`src/rtl/fifo_tx_buffer_if.sv`:
```
// Bridge-side and FT245-side handshake signals of the transmit buffer.
// The master modport is the environment (bridge + FT245); slave is the buffer.
interface fifo_tx_buffer_if;
  logic       up_wr;
  logic [6:0] up_data;
  logic       up_rd;
  logic       up_txe;
  logic       fifo_txe;
  logic       fifo_wr;
  logic [6:0] fifo_data_out;
  logic       fifo_data_oe;

  modport master (
    output up_wr, up_data, up_rd, fifo_txe,
    input  up_txe, fifo_wr, fifo_data_out, fifo_data_oe
  );

  modport slave (
    input  up_wr, up_data, up_rd, fifo_txe,
    output up_txe, fifo_wr, fifo_data_out, fifo_data_oe
  );
endinterface

```
`src/rtl/fifo_tx_buffer.sv`:
```
// Elastic transmit buffer between the PIA bridge and the FT245 USB FIFO,
// with optional CR -> CR LF expansion on the drain side.
module fifo_tx_buffer #(
  parameter int DEPTH_LOG2    = 4,
  parameter int STROBE_CYCLES = 2,
  parameter int CRLF          = 1
) (
  input  logic                  clk,
  input  logic                  reset,
  fifo_tx_buffer_if.slave       bus,
  output logic                  overflow,
  output logic [DEPTH_LOG2:0]   level
);

  localparam int DEPTH = 1 << DEPTH_LOG2;
  localparam logic [DEPTH_LOG2:0]   FULL_COUNT  = (DEPTH_LOG2 + 1)'(DEPTH);
  localparam logic [DEPTH_LOG2:0]   CNT_ONE     = (DEPTH_LOG2 + 1)'(1);
  localparam logic [DEPTH_LOG2-1:0] PTR_ONE     = (DEPTH_LOG2)'(1);
  localparam logic [3:0]            STROBE_LAST = 4'(STROBE_CYCLES - 1);

  typedef enum logic [1:0] {IDLE, SETUP, STROBE, HOLD} state_t;

  state_t                state;
  logic [6:0]            mem [DEPTH];
  logic [DEPTH_LOG2-1:0] wr_ptr;
  logic [DEPTH_LOG2-1:0] rd_ptr;
  logic [DEPTH_LOG2:0]   count;
  logic [3:0]            strobe_cnt;
  logic                  up_wr_q;
  logic                  empty_q;
  logic                  lf_pend;
  logic                  full;
  logic                  push;
  logic                  push_ok;
  logic                  pop;
  logic                  start;

  assign full    = (count == FULL_COUNT);
  assign push    = !bus.up_wr && up_wr_q;
  assign push_ok = push && !full;
  assign pop     = (state == HOLD) && !lf_pend;
  assign level   = count;

  // A freshly pushed entry only becomes eligible for draining once empty_q
  // has caught up, giving the two-clock push-to-SETUP latency from empty.
  assign start = ((count != '0 && !empty_q) || lf_pend) && !bus.fifo_txe && bus.up_rd;

  always_ff @(posedge clk) begin
    if (reset && push_ok) begin
      mem[wr_ptr] <= bus.up_data;
    end
  end

  // Pointer, occupancy and flag bookkeeping; fullness is judged before any pop.
  always_ff @(posedge clk) begin
    if (!reset) begin
      up_wr_q    <= 1'b1;
      empty_q    <= 1'b1;
      wr_ptr     <= '0;
      rd_ptr     <= '0;
      count      <= '0;
      overflow   <= 1'b0;
      bus.up_txe <= 1'b0;
    end else begin
      up_wr_q    <= bus.up_wr;
      empty_q    <= (count == '0);
      bus.up_txe <= full;
      if (push_ok) begin
        wr_ptr <= wr_ptr + PTR_ONE;
      end
      if (push && full) begin
        overflow <= 1'b1;
      end
      if (pop) begin
        rd_ptr <= rd_ptr + PTR_ONE;
      end
      case ({push_ok, pop})
        2'b10:   count <= count + CNT_ONE;
        2'b01:   count <= count - CNT_ONE;
        default: count <= count;
      endcase
    end
  end

  // Drain sequencer; the byte on the bus is latched at SETUP and held
  // through HOLD so it brackets the write strobe on both sides.
  always_ff @(posedge clk) begin
    if (!reset) begin
      state             <= IDLE;
      bus.fifo_wr       <= 1'b1;
      bus.fifo_data_oe  <= 1'b0;
      bus.fifo_data_out <= '0;
      strobe_cnt        <= '0;
      lf_pend           <= 1'b0;
    end else begin
      case (state)
        IDLE: begin
          if (start) begin
            state             <= SETUP;
            bus.fifo_data_oe  <= 1'b1;
            bus.fifo_data_out <= lf_pend ? 7'h0A : mem[rd_ptr];
          end
        end
        SETUP: begin
          state       <= STROBE;
          bus.fifo_wr <= 1'b0;
          strobe_cnt  <= STROBE_LAST;
        end
        STROBE: begin
          if (strobe_cnt == '0) begin
            state       <= HOLD;
            bus.fifo_wr <= 1'b1;
          end else begin
            strobe_cnt <= strobe_cnt - 4'd1;
          end
        end
        HOLD: begin
          state            <= IDLE;
          bus.fifo_data_oe <= 1'b0;
          if (lf_pend) begin
            lf_pend <= 1'b0;
          end else if (CRLF != 0 && mem[rd_ptr] == 7'h0D) begin
            lf_pend <= 1'b1;
          end
        end
        default: state <= IDLE;
      endcase
    end
  end

endmodule

```
`src/flat_wrapper.sv`:
```
// flat-port wrapper written by rule: the top's interface ports become plain ports
module fifo_tx_buffer_flat 
#(
  parameter int DEPTH_LOG2    = 4,
  parameter int STROBE_CYCLES = 2,
  parameter int CRLF          = 1
)
  (clk, reset, overflow, level, bus_up_wr, bus_up_data, bus_up_rd, bus_fifo_txe, bus_up_txe, bus_fifo_wr, bus_fifo_data_out, bus_fifo_data_oe);
  fifo_tx_buffer_if bus_i ();
  input  logic clk;
  input  logic reset;
  output logic overflow;
  output logic [DEPTH_LOG2:0] level;
  input wire logic [$bits(bus_i.up_wr)-1:0] bus_up_wr;
  input wire logic [$bits(bus_i.up_data)-1:0] bus_up_data;
  input wire logic [$bits(bus_i.up_rd)-1:0] bus_up_rd;
  input wire logic [$bits(bus_i.fifo_txe)-1:0] bus_fifo_txe;
  output wire logic [$bits(bus_i.up_txe)-1:0] bus_up_txe;
  output wire logic [$bits(bus_i.fifo_wr)-1:0] bus_fifo_wr;
  output wire logic [$bits(bus_i.fifo_data_out)-1:0] bus_fifo_data_out;
  output wire logic [$bits(bus_i.fifo_data_oe)-1:0] bus_fifo_data_oe;
  assign bus_i.up_wr = bus_up_wr;
  assign bus_i.up_data = bus_up_data;
  assign bus_i.up_rd = bus_up_rd;
  assign bus_i.fifo_txe = bus_fifo_txe;
  assign bus_up_txe = bus_i.up_txe;
  assign bus_fifo_wr = bus_i.fifo_wr;
  assign bus_fifo_data_out = bus_i.fifo_data_out;
  assign bus_fifo_data_oe = bus_i.fifo_data_oe;
  fifo_tx_buffer #(.DEPTH_LOG2(DEPTH_LOG2), .STROBE_CYCLES(STROBE_CYCLES), .CRLF(CRLF)) u_core (.clk(clk), .reset(reset), .bus(bus_i), .overflow(overflow), .level(level));
endmodule
```
`config.mk`:
```
export PLATFORM = sky130hd
export DESIGN_NAME = fifo_tx_buffer_flat
export DESIGN_NICKNAME = d
export VERILOG_FILES = /design/src/rtl/fifo_tx_buffer_if.sv /design/src/rtl/fifo_tx_buffer.sv /design/src/flat_wrapper.sv
export SDC_FILE = /design/constraint.sdc
export NUM_CORES = 1
export LEC_CHECK = 0
export ABC_AREA = 1
export BUFFER_PORTS_ARGS = -buffer_cell sky130_fd_sc_hd__buf_2
export CAP_MARGIN = 0
export CORE_MARGIN = 3
export CORE_UTILIZATION = 65
export DETAILED_ROUTE_END_ITERATION = 8
export MAX_ROUTING_LAYER = met4
export PLACE_DENSITY = 0.85
export SKIP_LAST_GASP = 1
export SLEW_MARGIN = 20
export SYNTH_ARGS = -nofsm -noshare
export SYNTH_HDL_FRONTEND = slang
export SYNTH_SLANG_ARGS = --single-unit
```
`constraint.sdc`:
```
create_clock -name clk -period 5.87 [get_ports clk]
set_input_delay 1.174 -clock clk [delete_from_list [all_inputs] [get_ports clk]]
set_output_delay 1.174 -clock clk [all_outputs]
set_load 0.05 [all_outputs]
```
==> impl_metrics.toml <==
[sta]
fin_skew_ns = 0.005803
fin_ws_ns = 3.123
hold_slack_ns = 0.4738
fin_crit_sh = 0.4679
max_slew_margin = 0.3768
rsz0062_at_grt = "false"
tightest_slew_ns = 0.9276
setup_tns_ns = 0
setup_viol = 0
hold_viol_final = 0
slew_viol_final = 0
timing.fmax_ghz = 0.3641
min_period_ns = 2.747

[global_route]
grt_pass1_vias = 4787
grt.met1_usage = 0.3498
grt_first_pass_wirelength_um = 24010
busiest_layer = "met2"
grt_usage = 0.2952
grt_overflow = 0
met3_usage = 0.09002
grt_util_met2 = 0.4663
grt_start_max_net_pins = 52
antenna_found_initial = 0

[final_layout]
antenna_cells = 0
final_nets = 715
design_area_um2 = 7189
drive_gt1_frac = 0.09531
area_growth_pct = 10.93

[worst_setup_path]
end_kind = "flop"
r2r_setup_slack_ns = 3.26
worstPathArrival_ns = 2.91
critical_path_class = "in2reg"
worst_setup_path_start_kind = "input port"
r2r_cells = 10
reg2reg_to = "u_core.lf_pend"
path_max_fanout = 20
crit_required_ns = 6.03

[detailed_routing]
drt_iter0_markers = 579
wl_um = 15130
routed_via_density = 5.826
ant_nets = 0
dr.pass1.iters = 6
drc_errors = 0
wl_per_cell_um = 18.18
vias = 4847

[clock_tree]
post_cts_buffers = 0
cts_buffer_depth = 2
htree_levels = 4
clock-sinks = 149
cts_buffers = 17
cts_resized = 0
insertion_delay_ns = 0.53
ctsHoldBuffers = 0
cts_tree = "done"
path_clk_slew_ns = 0.06
cts-root-buf = "clkbuf_8"

[flow_run]
maxCapViolations = 0

[power]
p_switching_uw = 704.5
ir_worst_vdd_v = 0.0002296
clkPwrFrac = 0.398
power_frac_comb = 0.139
swShare = 0.2710
p_total_uw = 2599
power_density_nw_per_um2 = 361.6
cellLeakagePower_uw = 0.003023
pwr-share-seq = 0.463
internal-power_uw = 1895

[yosys]
synth-seq-area-share = 0.6332
synth_nets = 693
netlist_area_um2 = 6481
syn-mean-instance-area_um2 = 9.702
ys_ff_latch = 149
yosysUniqueCellTypes = 32
netlist_instances = 668
yosysWarnings = 0

[min_path]
hold-path-cell-count = 2
hold_path.class = "reg2reg"
holdPathEnd = "u_core.bus.fifo_data_out[2]"
worstHoldStart = "u_core.bus.fifo_data_out[2]"

[die]
die_h_um = 105.9
start_util = 0.6852
core-area_um2 = 9459
die-area_um2 = 11210
num_rows = 35
ios = 28
dieWidth_um = 105.9

[placement]
pre_cts_slack_ns = 2.661
gp_congestion = 0.9497
portBuffers = 27
dp.final_hpwl_um = 9344
place_area_um2 = 6616

[outcome]
status = "finished clean"
-- synthesized netlist by cell type --
library cell | count | area, um2
o211ai_1 | 5 | 37.54
a31oi_1 | 1 | 6.260
clkbuf_4 | 1 | 7.510
nor2_2 | 1 | 6.260
buf_6 | 5 | 56.30
clkbuf_1 | 5 | 18.77
and3_1 | 1 | 6.260
clkinv_1 | 1 | 3.750
inv_2 | 3 | 11.26
nand3_1 | 73 | 365.4
a22o_1 | 1 | 8.760
nand2_2 | 1 | 6.260
dfxtp_1 | 37 | 740.7
xor2_1 | 4 | 35.03
o21ai_1 | 2 | 10.01
ha_1 | 13 | 162.7
inv_1 | 86 | 322.8
a21oi_2 | 1 | 8.760
inv_4 | 1 | 6.260
nand2_1 | 187 | 701.9
o22ai_1 | 1 | 6.260
clkbuf_2 | 1 | 5.000
a21oi_1 | 23 | 115.1
buf_4 | 7 | 52.55
nand4_1 | 3 | 18.77
or2_2 | 1 | 6.260
buf_2 | 6 | 30.03
edfxtp_1 | 112 | 3363
o21ai_0 | 24 | 120.1
xnor2_1 | 1 | 8.760
nor3_1 | 6 | 30.03
nor2_1 | 54 | 202.7
-- layout make-up --
cell class	count	area [um2]
Timing Repair Buffer	28	142.6
Multi-Input combinational cell	403	1863
Clock inverter	11	91.34
Tap cell	129	161.4
Sequential cell	149	4105
Fill cell	592	2270
Inverter	91	344.1
Clock buffer	21	481.7
-- layout by cell type (no fill, tap or decap) --
cell       synthesis  final
nand2_1          187    187
edfxtp_1         112    112
inv_1             86     86
nand3_1           73     73
nor2_1            54     54
dfxtp_1           37     36
buf_2              6     27
o21ai_0           24     24
a21oi_1           23     23
clkbuf_16          0     18
ha_1              13     13
nor3_1             6      6
inv_4              1      5
o211ai_1           5      5
xor2_1             4      4
nand4_1            3      3
inv_2              3      3
clkinv_2           0      3
o21ai_1            2      2
clkinv_1           1      2
clkbuf_8           0      2
nor2_2             1      1
nand2_2            1      1
xnor2_1            1      1
o22ai_1            1      1
a31oi_1            1      1
and3_1             1      1
or2_2              1      1
a22o_1             1      1
a21oi_2            1      1
dfxtp_2            0      1
clkinv_4           0      1
bufinv_16          0      1
clkbuf_1           5      1
inv_6              0      1
buf_4              7      1
-- worst max-delay path by stage --
stage               slack [ns]           endpoint      start  cells after the start
floorplan                 3.23    u_core.level[4]  bus_up_wr                     14
global placement          2.73  u_core.mem[12][4]      reset                      5
detailed placement        2.66  u_core.mem[10][3]      reset                      5
CTS                       3.17  u_core.mem[10][4]      reset                      5
global route              3.02  u_core.mem[10][2]      reset                      5
finish                    3.12  u_core.mem[10][0]      reset                      5
-- metrics by stage --
stage	util	std cells
detailed placement	0.6995	800
floorplan	-	668
global route	0.7601	832
finish	0.7601	832
CTS	0.7601	832
global placement	0.6995	800
-- layer usage --
layer / vias to the layer above / routed length [um]
met1: 2250 / 5665
met5: - / 0
met2: 300 / 7281
met3: 67 / 1622
li1: 2230 / -
met4: 0 / 556
-- cell families after synthesis --
group,after synthesis,synth area share
xor+xnor,5,0.006756
compound gates,58,0.04827
flops,149,0.6332
simple gates,327,0.2073
buf+inv,116,0.07934
fa+ha+maj,13,0.02510
-- power by group through the flow --
stage	logic, uW	registers [uW]	clock network [uW]
after floorplan	238	1250	0
after global placement	333	1220	0
after detailed placement	348	1220	0
after CTS	356	1200	1030
after global routing	400	1210	1080
final	362	1200	1030
-- registers in the layout, summed over array words and instances (netlist names), named ones only --
register and cells:
u_core.mem 112, u_core.bus.fifo_data_out 7, u_core.level 5, u_core.rd_ptr 4, u_core.strobe_cnt 4, u_core.wr_ptr 4, u_core.state 2, u_core.bus.fifo_data_oe 1
u_core.bus.fifo_wr 1, u_core.bus.up_txe 1, u_core.empty_q 1, u_core.lf_pend 1, u_core.overflow 1, u_core.up_wr_q 1
-- worst max-delay path, stage by stage --
cell	delay, ns
buf_2	0.27
inv_1	0.41
nor2_1	0.30
nand2_1	0.22
nor2_1	0.53
Note: power is estimated with default switching activity, not from simulation.
